--- src/rtl/cpu_pkg.sv ---
// rtl/cpu_pkg.sv - opcodes, fetch state encoding and opcode decode shared by fetch and execute
package cpu_pkg;

    localparam int CPU_OPC_W = 4;

    localparam logic [CPU_OPC_W-1:0] OPC_NOP   = 4'h0;
    localparam logic [CPU_OPC_W-1:0] OPC_LOAD  = 4'h1;
    localparam logic [CPU_OPC_W-1:0] OPC_STORE = 4'h2;
    localparam logic [CPU_OPC_W-1:0] OPC_ADD   = 4'h3;
    localparam logic [CPU_OPC_W-1:0] OPC_SUB   = 4'h4;
    localparam logic [CPU_OPC_W-1:0] OPC_JMP   = 4'h5;
    localparam logic [CPU_OPC_W-1:0] OPC_MUL   = 4'h6;
    localparam logic [CPU_OPC_W-1:0] OPC_HALT  = 4'hF;

    typedef enum logic {
        FS_IDLE = 1'b0,
        FS_REQ  = 1'b1
    } fetch_state_t;

    typedef struct packed {
        logic       stop;
        logic [1:0] cnt_set;
    } decode_t;

    // Unlisted opcodes behave as a zero-step NOP so the generator never stalls on them.
    function automatic decode_t decode_opcode(input logic [CPU_OPC_W-1:0] opc);
        decode_t d;
        d.stop    = 1'b0;
        d.cnt_set = 2'd0;
        case (opc)
            OPC_NOP, OPC_JMP:    d.cnt_set = 2'd0;
            OPC_LOAD, OPC_STORE: d.cnt_set = 2'd1;
            OPC_ADD, OPC_SUB:    d.cnt_set = 2'd2;
            OPC_MUL:             d.cnt_set = 2'd3;
            OPC_HALT:            d.stop    = 1'b1;
            default:             d.cnt_set = 2'd0;
        endcase
        return d;
    endfunction

endpackage

--- src/rtl/opcode_decode.sv ---
// rtl/opcode_decode.sv - combinational opcode to {stop, cnt_set} decode
module opcode_decode
    import cpu_pkg::*;
(
    input  logic [CPU_OPC_W-1:0] i_opcode,
    output logic [1:0]           o_cnt_set,
    output logic                 o_stop
);

    decode_t w_dec;

    assign w_dec     = decode_opcode(i_opcode);
    assign o_cnt_set = w_dec.cnt_set;
    assign o_stop    = w_dec.stop;

endmodule

--- src/rtl/fetch_unit.sv ---
// rtl/fetch_unit.sv - instruction fetch: PC, IR, memory read handshake and decode into cnt_set/stop
// Optional fetch watchdog enabled by defining FETCH_TIMEOUT_EN.
module fetch_unit
    import cpu_pkg::*;
#(
    parameter int ADDR_W      = 8,
    parameter int DATA_W      = 16,
    parameter int OPC_W       = CPU_OPC_W,
    parameter int TIMEOUT_CYC = 15
) (
    input  logic              clk,
    input  logic              rst,
    input  logic              T1_Mif,
    input  logic              pc_load,
    input  logic [ADDR_W-1:0] pc_load_val,
    output logic [ADDR_W-1:0] mem_addr,
    output logic              mem_rd,
    input  logic [DATA_W-1:0] mem_rdata,
    input  logic              mem_ready,
    output logic [DATA_W-1:0] ir,
    output logic [ADDR_W-1:0] pc_out,
    output logic [1:0]        cnt_set,
    output logic              stop,
    output logic              done,
    output logic              fault
);

    fetch_state_t      r_state;
    fetch_state_t      w_state_nxt;
    logic [ADDR_W-1:0] r_pc;
    logic [ADDR_W-1:0] r_mem_addr;
    logic              r_mem_rd;
    logic [DATA_W-1:0] r_ir;
    logic [1:0]        r_cnt_set;
    logic              r_stop;
    logic              r_done;

    logic [OPC_W-1:0]  w_opcode;
    logic [1:0]        w_dec_cnt;
    logic              w_dec_stop;
    logic              w_start;
    logic              w_complete;
    logic              w_timeout;

    // Decode straight from the read data so the decoded fields land on the same edge as ir.
    assign w_opcode = mem_rdata[DATA_W-1 -: OPC_W];

    opcode_decode u_opcode_decode (
        .i_opcode  (w_opcode),
        .o_cnt_set (w_dec_cnt),
        .o_stop    (w_dec_stop)
    );

`ifdef FETCH_TIMEOUT_EN
    localparam logic [3:0] TIMEOUT_LIM = 4'(TIMEOUT_CYC);

    logic [3:0] r_wait_cnt;
    logic       r_fault;

    assign w_timeout = (r_state == FS_REQ) && !mem_ready && (r_wait_cnt == TIMEOUT_LIM);

    always_ff @(posedge clk) begin
        if (rst) begin
            r_wait_cnt <= 4'd0;
            r_fault    <= 1'b0;
        end else begin
            if (w_start) begin
                r_wait_cnt <= 4'd0;
            end else if ((r_state == FS_REQ) && !mem_ready && !w_timeout) begin
                r_wait_cnt <= r_wait_cnt + 4'd1;
            end
            if (w_timeout) begin
                r_fault <= 1'b1;
            end
        end
    end

    assign fault = r_fault;
`else
    logic w_unused_timeout;

    assign w_timeout        = 1'b0;
    assign w_unused_timeout = (TIMEOUT_CYC != 0);
    assign fault            = 1'b0;
`endif

    always_ff @(posedge clk) begin
        if (rst) begin
            r_state <= FS_IDLE;
        end else begin
            r_state <= w_state_nxt;
        end
    end

    always_comb begin
        w_state_nxt = r_state;
        w_start     = 1'b0;
        w_complete  = 1'b0;
        case (r_state)
            FS_IDLE: begin
                if (T1_Mif) begin
                    w_state_nxt = FS_REQ;
                    w_start     = 1'b1;
                end
            end
            FS_REQ: begin
                if (mem_ready) begin
                    w_state_nxt = FS_IDLE;
                    w_complete  = 1'b1;
                end else if (w_timeout) begin
                    w_state_nxt = FS_IDLE;
                end
            end
            default: w_state_nxt = FS_IDLE;
        endcase
    end

    // mem_addr is captured at request start so a jump during REQ cannot retarget the read.
    always_ff @(posedge clk) begin
        if (rst) begin
            r_pc       <= '0;
            r_mem_addr <= '0;
            r_mem_rd   <= 1'b0;
            r_ir       <= '0;
            r_cnt_set  <= 2'd0;
            r_stop     <= 1'b0;
            r_done     <= 1'b0;
        end else begin
            r_done <= w_complete || w_timeout;

            if (w_start) begin
                r_mem_rd   <= 1'b1;
                r_mem_addr <= r_pc;
            end else if (w_complete || w_timeout) begin
                r_mem_rd <= 1'b0;
            end

            if (w_complete) begin
                r_ir      <= mem_rdata;
                r_cnt_set <= w_dec_cnt;
                r_stop    <= w_dec_stop;
            end else if (w_timeout) begin
                r_stop <= 1'b1;
            end

            if (pc_load) begin
                r_pc <= pc_load_val;
            end else if (w_complete) begin
                r_pc <= r_pc + ADDR_W'(1);
            end
        end
    end

    assign mem_addr = r_mem_addr;
    assign mem_rd   = r_mem_rd;
    assign ir       = r_ir;
    assign pc_out   = r_pc;
    assign cnt_set  = r_cnt_set;
    assign stop     = r_stop;
    assign done     = r_done;

endmodule
--- config.mk ---
export PLATFORM = sky130hd
export DESIGN_NAME = fetch_unit
export DESIGN_NICKNAME = d
export VERILOG_FILES = /design/src/rtl/cpu_pkg.sv /design/src/rtl/opcode_decode.sv /design/src/rtl/fetch_unit.sv
export SDC_FILE = /design/constraint.sdc
export NUM_CORES = 1
export LEC_CHECK = 0
export CAP_MARGIN = 20
export CELL_PAD_IN_SITES_DETAIL_PLACEMENT = 0
export CELL_PAD_IN_SITES_GLOBAL_PLACEMENT = 1
export CORE_UTILIZATION = 29
export DETAILED_ROUTE_END_ITERATION = 12
export MAX_ROUTING_LAYER = met4
export PLACE_DENSITY_LB_ADDON = 0.1
export SLEW_MARGIN = 20
export SYNTH_ARGS = -nofsm -noshare
export SYNTH_HDL_FRONTEND = slang
export SYNTH_SLANG_ARGS = --single-unit
--- constraint.sdc ---
create_clock -name clk -period 1.6 [get_ports clk]
set_input_delay 0.16 -clock clk [delete_from_list [all_inputs] [get_ports clk]]
set_output_delay 0.16 -clock clk [all_outputs]
set_load 0.02 [all_outputs]
Word-level counts from Yosys, hierarchy flattened
Index checks and enable logic that the tools add are counted.
W data, S select, Z words.
{"block": "op_classes", "add_sub_neg": 1, "eq_ne": 6, "n_mux": 12, "bitwise": 1, "n_reduce_logical": 4}
{"op": "$mux W8", "count": 2}
{"op": "$add A8 B1 Y8 const B", "count": 1}
{"op": "$eq A4 B2 Y1 const B", "count": 2}
{"op": "$eq A4 B3 Y1 const B", "count": 2}
{"op": "$mux W1", "count": 8}
{"op": "$pmux W2 S3", "count": 1}
{"op": "$eq A4 B1 Y1 const B", "count": 1}
{"op": "$eq A4 B4 Y1 const B", "count": 1}
{"op": "$reduce_bool A2 Y1", "count": 2}
{"op": "$reduce_or A2 Y1", "count": 2}
{"op": "$pmux W1 S2", "count": 1}
{"op": "$not A1 Y1", "count": 1}
{"block": "totals", "reg_bits": 38, "in_bits": 29, "out_inout_bits": 38, "word_cells": 32}

Longest topological paths before layout
Gate-level depths: netlist of run 1.
{"block": "depth", "depth_word": 4, "ltp_mapped": 4, "depth_no_buf": 4}

Hierarchy
From an unflattened synthesis of run 1, not the netlist that was laid out.
{"block": "hier_totals", "hier_cells": 191, "area_unflattened_um2": 1531.5}
{"mod": "fetch_unit", "n_inst": 1, "cells_per_inst": 184, "area_each_um2": 1480.2, "seq_area_each_um2": 760.7}
{"mod": "opcode_decode", "n_inst": 1, "cells_per_inst": 7, "area_each_um2": 51.3, "seq_area_each_um2": 0.0}

Worst setup path after synthesis of run 1
No wires, ideal clock.
{"block": "synth_path", "path_type": "flip-flop to flip-flop", "start": "reg r_pc[0] (netlist: pc_out[0])", "end": "reg r_pc[4] (netlist: pc_out[4])", "setup_time_ns": 0.091, "t_arrival_ns": 1.326, "required_time_ns": 1.509, "path_slack_ns": 0.183, "stages_incl_launch_ff": 5, "path_buffers": 0, "synth_period_minus_slack_ns": 1.417, "path_cell_list": "dfxtp_1 > ha_1 > nand3_2 > or3_1 > a311oi_1"}
{"block": "synth_via", "elab_chain_cells": 3}
{"item": "from (decl)", "line": "fetch_unit.sv:30", "text": "logic [ADDR_W-1:0] r_pc;"}
{"item": "from (signal assigned)", "line": "fetch_unit.sv:147", "text": "r_pc <= pc_load_val;"}
{"item": "from (signal assigned)", "line": "fetch_unit.sv:149", "text": "r_pc <= r_pc + ADDR_W'(1);"}
{"item": "$add A8 B1 Y8", "line": "fetch_unit.sv:149"}
{"item": "$mux W8", "line": "fetch_unit.sv:148", "text": "end else if (w_complete) begin"}
{"item": "$mux W8", "line": "fetch_unit.sv:146", "text": "if (pc_load) begin"}
No other way between the ends. The select of a mux whose other input is x is not followed.
A chain may end at the register's enable or synchronous reset.

Worst setup path in the final report of run 1
{"block": "layout_path", "start": "reg r_pc[1] (netlist: pc_out[1])", "end": "out pc_out[1]"}
{"item": "to (decl)", "line": "fetch_unit.sv:21", "text": "output logic [ADDR_W-1:0] pc_out,"}
No word-level cell between the ends.

==> metrics.txt, run 1 <==
Final setup viols 0; slowest CP cell clkdlybuf4s50_1; Most used DFF post-synth dfxtp_1; Post-CTS Hold Buffers 0; Vias/cell about 4.6; Post-Syn Area per Cell roughly 8 µm²; clock sink count 38; Post-synth EDFFs 0; Leakage between 0.0008 and 0.0009 µW; switching power approximately 550 µW; initial antenna violation count 0; Die Wd around 74 µm; critical path depth in cells 1; final design utilization around 48%; delay-heaviest family, CP buffers and inverters; Period minus WS final around 1.5 ns; Post-DRT Antenna Nets 0; total track usage between 15 and 20%; r2r setup slk about 0.21 ns; max_cap viols 0; Worst Path Max Fanout 6; WL/cell around 12 µm; row count 26; CP Capture Type primary output; crit path buf inv count 1; Async SR Flop Fraction 0%; clock network fraction of design power 33.4%; final worst-path cycle share a little over nine tenths; initial core utilization 30.03%; postcts setup bufs 0; Setup Skew around 0.0019 ns; Logic pwr share 17.1%; Skew-Pair Late Insertion Delay ~0.29 ns; Power Internal between 1500 and 2000 µW; IO Count 67; die height 74.49 µm; core footprint slightly above 5000 µm²; Final nets ~290; grt total ovfl 0; crit path kind register to primary output; vias post-DR approximately 1,500; RSZ-0062 raised after global routing no; Worst-path clk slew around 0.08 ns; CP cell instances clkdlybuf4s50_1; post-synthesis cell area ~1500 µm²; CTS root buffer clkbuf_8; Ys Warns 0; pwr dens ~860 nW/µm²; Reg2Reg Launch Point pc_out[0]; number of global-route vias before repair 1,400; syn_nets ~220; r2r worst-path depth 4; number of remaining DRC errors 0; R2R Path End pc_out[4]; final WL 3.930 mm; Antenna diodes 0; final setup TNS 0 ns; Hold Path Class input port to register; fin. max-slew vios 0; CP Launch Type register; Net Sw Frac between 20% and 30%; post-synthesis sequential area ratio between 40% and 50%; DR iter-0 viols 50; critical path data required time between 1 and 1.5 ns; Netlist cell types 35; CTS tree built; final hold violation count 0; Placer Congestion 0.7120; Worst Path Arrival between 1 and 1.5 ns; Seq cells post-synth 38; Max Fclk between 0.6 and 0.7 GHz; Worst VDD drop ~0.43 mV; Worst Setup SP pc_out[1]; Flop pwr share 49.5%; status complete, no violations; most common cell after layout, fill and taps aside clkdlybuf4s50_1; crit-path max cell delay ~0.65 ns; HPWL after DPL roughly 2.8 mm; maximum clock path buffer count 2; first-pass GRT wire length 6.506 mm; largest net degree at the start of global routing 39; DR pass1 iterations 4; share of cells above drive strength 1 slightly below 9%; Critical Path End pc_out[1]; Num CTS Buffers 5; P&R area growth vs syn 58.62%; Die ar. roughly 5500 µm²; WHS 0.4051 ns; Gate Count Post-Synth around 190; most frequent cells in the layout 63 x clkdlybuf4s50_1, 56 x nand2_1, 38 x dfxtp_1; CTS HTree Levels 2; Port Buf Inserts 65
final cells by class:
type | instances | area (µm²)
clock inverter | 2 | 12.51
tap | 70 | 87.58
timing repair buffer | 76 | 763.2
multi-input combinational | 135 | 699.4
sequential | 38 | 760.7
clock buffer | 6 | 82.58
fill | 561 | 2658
inverter | 3 | 11.26
what timing repair did:
action	CTS	global route
resized for setup	0	2
setup endpoints to repair	0	2
hold endpoints to repair	0	0
metrics by stage:
step	instance area [µm²]	instances	total power (µW)	worst slack, ns
6_report	2417	330	2075	0.05642
5_1_grt	2417	330	2188	0.00009559
4_1_cts	2412	330	2107	0.01326
3_5_place_dp	2317	322	1410	0.02209
3_3_place_gp	2317	322	1409	0.07200
2_1_floorplan	1524	188	1202	0.1834
worst min-delay path by stage:
stage	from	endpoint	slack (ns)	cells past startpoint
final	mem_rdata[5]	ir[5]	0.41	3
after CTS	mem_rdata[5]	ir[5]	0.40	3
after global placement	ir[0]	ir[0]	0.44	2
after detailed placement	mem_addr[5]	mem_addr[5]	0.45	2
after floorplan	pc_load	pc_out[3]	0.27	1
after global routing	mem_rdata[5]	ir[5]	0.41	3
power by group through the flow:
stage          logic, µW  clock network, µW  registers [µW]
2_1_floorplan        110                  0            1090
3_3_place_gp         358                  0            1050
3_5_place_dp         359                  0            1050
4_1_cts              361                718            1030
5_1_grt              385                768            1040
6_report             355                693            1030
cell families after synthesis:
logic type               count (synthesis)  share of synthesized area, %
adder cells (fa/ha/maj)                  1                        0.8209
other                                    1                        0.2461
AO/OA/AOI/OAI                           46                         17.98
AND/OR/NAND/NOR                         85                         25.70
XOR/XNOR                                 2                         1.150
flip-flops                              38                         49.92
buffers and inverters                   15                         4.187
sequential cells by signal, indices dropped and copies added, names as in the netlist:
name and cells:
cnt_set 2, done 1, ir 16, mem_addr 8, mem_rd 1, pc_out 8, r_state 1, stop 1
synthesized netlist by cell type (all sizes together) (2+ instances only):
master	instances	area, µm²
a311oi	3	26.28
clkbuf	10	37.54
nand4	2	18.77
nand3	3	20.02
nor2	7	26.28
and2	2	12.51
a211oi	2	15.01
xnor2	2	17.52
inv	3	11.26
a21oi	28	140.1
a31oi	2	12.51
nand2b	4	25.02
nand2	56	210.2
dfxtp	38	760.7
buf	2	15.01
o21ai	4	20.02
a211o	2	17.52
or3	3	18.77
layer usage:
metal  part of all wire [%]  up-vias  track usage (%)
met3                    5.3        8            4.065
met1                     46      691            19.92
met5                      0        -                -
met2                     47       41            25.13
met4                    1.8        0            6.918
li1                       -      779                -
Power figures use the tool's default switching activity.
==> run 2: changes to the inputs <==
--- a/config.mk
+++ b/config.mk
@@ -12,6 +12,7 @@
 export DETAILED_ROUTE_END_ITERATION = 12
 export MAX_ROUTING_LAYER = met4
 export PLACE_DENSITY_LB_ADDON = 0.1
+export REMOVE_ABC_BUFFERS = 1
 export SLEW_MARGIN = 20
 export SYNTH_ARGS = -nofsm -noshare
 export SYNTH_HDL_FRONTEND = slang
==> metrics.txt, run 2 (synthesis results as in run 1) <==
Post-CTS Hold Buffers 0; crit-path max cell delay ~0.64 ns; CTS tree built; Vias/cell around 4.6; Worst Path Max Fanout 6; max_cap viols 0; Post-DRT Antenna Nets 0; number of remaining DRC errors 0; share of cells above drive strength 1 under 10%; HPWL after DPL 2.740 mm; total track usage 15.11%; initial antenna violation count 0; CP Capture Type primary output; grt total ovfl 0; largest net degree at the start of global routing 39; delay-heaviest family, CP buffers and inverters; Hold Path Class input port to register; row count 26; Die Wd about 74 µm; P&R area growth vs syn 58.46%; core footprint a little over 5000 µm²; fin. max-slew vios 0; Leakage around 0.00088 µW; crit path buf inv count 1; critical path data required time roughly 1.4 ns; final setup TNS 0 ns; Worst Path Arrival approximately 1.4 ns; Antenna diodes 0; CTS HTree Levels 2; status complete, no violations; die height approximately 74 µm; Inst Count DP 320; Port Buf Inserts 65; Period minus WS final approximately 1.5 ns; IO Count 67; final worst-path cycle share between 90% and 100%; CTS root buffer clkbuf_8; Die ar. approximately 5500 µm²; most common cell after layout, fill and taps aside clkdlybuf4s50_1; slowest CP cell clkdlybuf4s50_1; CP Launch Type register; Worst-path clk slew about 0.070 ns; Final setup viols 0; pwr dens between 800 and 900 nW/µm²; CP cell instances clkdlybuf4s50_1; number of global-route vias before repair roughly 1,300; Worst VDD drop 0.4651 mV; Placer Congestion roughly 0.68; initial core utilization approximately 30%; Largest register FFs 16; maximum clock path buffer count 2; DR iter-0 viols between 50 and 60; first-pass GRT wire length a little over 6 mm; post-route insts no fill about 330; WL/cell between 10 and 15 µm; clock sink count 38; final WL just under 4 mm; Num CTS Buffers 5; Final nets 287; Max Fclk 0.6553 GHz; Skew-Pair Late Insertion Delay about 0.28 ns; final hold violation count 0; RSZ-0062 raised after global routing no; most frequent cells in the layout 61 x clkdlybuf4s50_1, 56 x nand2_1, 38 x dfxtp_1; crit path kind register to primary output; DR pass1 iterations 4; Setup Skew 0.004541 ns; vias post-DR about 1,500
-- run 2: cell count changes in the layout (fill, tap and decap cells not counted), sizes merged --
cell / previous run / this run
clkbuf: 6 / 7
bufinv: 0 / 1
clkdlybuf4s50: 63 / 61
clkinvlp: 1 / 0
dlymetal6s2s: 2 / 3
clkinv: 1 / 0
dlygate4sd2: 0 / 1
buf: 11 / 9
-- run 2: area by class of cell --
class                      instances  area [µm²]
clock buffer                       7       76.32
inverter                           3       11.26
sequential                        38       760.7
clock inverter                     1       30.03
tap                               70       87.58
fill                             513        2660
multi-input combinational        135       699.4
timing repair buffer              74       749.5
-- run 2: per-stage QoR --
stage          setup WS [ns]  hold WS (ns)  utilization (%)  total power [µW]  area, µm²
6_report             0.07407        0.4171            47.58              2165       2415
5_1_grt              0.01104        0.4193            47.58              2273       2415
4_1_cts              0.02474        0.4129            47.44              2199       2407
3_5_place_dp         0.02779        0.4461            45.36              1409       2302
3_3_place_gp         0.05319        0.4419            45.36              1411       2302
2_1_floorplan         0.1834        0.2291                -              1182       1471
-- run 2: per-layer routing --
layer  up-vias  global-route usage [%]  routed length [µm]
met5         -                       -                   0
met4         0                   6.289                  48
met3         4                   3.794                 195
met2        44                   22.72                1687
met1       677                   19.22                1928
li1        771                       -                   -
-- run 2: repair_timing --
action                     CTS  global route
setup endpoints to repair    1             3
setup buffers                0             0
resized for setup            1             3
-- run 2: worst paths after layout --
check | startpoint | endpoint | slack, ns | cells past startpoint
hold reg to reg | mem_addr[6] | mem_addr[6] | 0.45 | 2
setup reg to reg | pc_out[0] | pc_out[4] | 0.25 | 4
hold / removal | mem_rdata[4] | ir[4] | 0.42 | 3
setup / recovery | pc_out[2] | pc_out[2] | 0.07 | 1
-- run 2: power breakdown --
| group | switching [µW] | internal, µW |
|---|---|---|
| logic | 169 | 187 |
| registers | 36.7 | 989 |
| clock network | 317 | 466 |
| total | 523 | 1640 |
==> run 3: changes to the inputs <==
--- a/config.mk
+++ b/config.mk
@@ -13,6 +13,7 @@
 export MAX_ROUTING_LAYER = met4
 export PLACE_DENSITY_LB_ADDON = 0.1
 export REMOVE_ABC_BUFFERS = 1
+export SKIP_CTS_REPAIR_TIMING = 1
 export SLEW_MARGIN = 20
 export SYNTH_ARGS = -nofsm -noshare
 export SYNTH_HDL_FRONTEND = slang
==> metrics.txt, run 3 (synthesis results as in run 1) <==
WHS ~0.42 ns; Vias/cell 4.561; Skew-Pair Late Insertion Delay 0.28 ns; r2r setup slk approximately 0.25 ns; Worst VDD drop between 0.4 and 0.5 mV; WL/cell 11.77 µm; Placed Instance Area 2302 µm²; maximum clock path buffer count 2; CTS root buffer clkbuf_8; row count 26; largest net degree at the start of global routing 39; Die ar. around 5500 µm²; Port Buf Inserts 65; crit path kind register to primary output; CP cell instances clkdlybuf4s50_1; share of cells above drive strength 1 under 10%; Inst Count DP 320; P&R area growth vs syn 58.70%; HPWL after DPL 2.740 mm; Post-DRT Antenna Nets 0; Largest register FFs 16; Setup Skew roughly 0.0045 ns; CP Capture Type primary output; Pwr Total 2166 µW; delay-heaviest family, CP buffers and inverters; Worst Path Arrival between 1 and 1.5 ns; CTS HTree Levels 2; post-route insts no fill about 330; initial antenna violation count 0; slowest CP cell clkdlybuf4s50_1; Worst Hold Depth 3; Worst Slack Setup Final around 0.074 ns; initial core utilization between 30% and 40%; most frequent cells in the layout 61 x clkdlybuf4s50_1, 56 x nand2_1, 38 x dfxtp_1; Worst Path Max Fanout 6; crit-path max cell delay 0.64 ns; final hold violation count 0; first-pass GRT wire length between 6 and 7 mm; CTS tree built; final WL between 3 and 4 mm; Reg2Reg Launch Point pc_out[0]; Setup WS pre-CTS roughly 0.028 ns; Die Wd approximately 74 µm; clock sink count 38; DR iter-0 viols 52; design area around 2400 µm²; max_cap viols 0; final worst-path cycle share between 90% and 100%; number of global-route vias before repair approximately 1,300; total track usage 15.11%; number of remaining DRC errors 0; Period minus WS final roughly 1.5 ns; fin. max-slew vios 0; core footprint around 5100 µm²; vias post-DR around 1,500; Num CTS Buffers 5; Final nets ~290; hold_sp mem_rdata[4]; grt total ovfl 0; Hold Path Class input port to register; Hold EP ir[4]; crit path buf inv count 1; CP Launch Type register; Placer Congestion between 0.6 and 0.7; r2r worst-path depth 4; Final setup viols 0; IO Count between 60 and 70; status complete, no violations; Antenna diodes 0; filler instances 513; most common cell after layout, fill and taps aside clkdlybuf4s50_1; die height ~74 µm; Leakage around 0.00089 µW; DR pass1 iterations 4; critical path data required time ~1.4 ns; pwr dens 895.7 nW/µm²; Worst-path clk slew around 0.07 ns; RSZ-0062 raised after global routing no; R2R Path End pc_out[4]; Max Fclk between 0.6 and 0.7 GHz
-- run 3: cell types whose count changed in the layout (fill, tap and decap cells not counted) --
| cell | before | now |
|---|---|---|
| dlygate4sd2_1 | 1 | 0 |
| dlymetal6s2s_1 | 3 | 4 |
-- run 3: where the power goes --
part           switching (µW)  total (µW)  internal [µW]
Clock                     317         784            466
Combinational             169         357            188
Sequential               36.7        1030            989
-- run 3: worst max path at each step --
stage | startpoint | end | slack, ns | cells past startpoint
final | pc_out[2] | pc_out[2] | 0.07 | 1
after global routing | pc_out[2] | pc_out[2] | 0.01 | 1
after CTS | pc_out[0] | pc_out[0] | -0.01 | 2
after detailed placement | mem_ready | pc_out[3] | 0.03 | 4
after global placement | mem_ready | pc_out[3] | 0.05 | 4
after floorplan | pc_out[0] | pc_out[4] | 0.18 | 4
-- run 3: layout make-up --
| type | instances | area [µm²] | area share, % |
|---|---|---|---|
| Inverter | 3 | 11.26 | 0.4656 |
| Multi-Input combinational cell | 135 | 699.4 | 28.92 |
| Tap cell | 70 | 87.58 | 3.621 |
| Clock buffer | 7 | 76.32 | 3.156 |
| Sequential cell | 38 | 760.7 | 31.45 |
| Timing Repair Buffer | 74 | 753.2 | 31.14 |
| Clock inverter | 1 | 30.03 | 1.242 |
-- run 3: through the flow --
step | setup TNS (ns) | utilization [%]
after detailed placement | 0 | 45.36
after global routing | 0 | 47.66
after floorplan | 0 | -
after global placement | 0 | 45.36
final | 0 | 47.66
after CTS | -0.01254 | 47.46
-- run 3: layer usage --
metal | wire (µm) | track usage, % | part of all wire [%]
met4 | 48 | 6.289 | 1.2
met1 | 1928 | 19.22 | 50
met2 | 1688 | 22.72 | 44
met3 | 196 | 3.794 | 5.1
met5 | 0 | - | 0
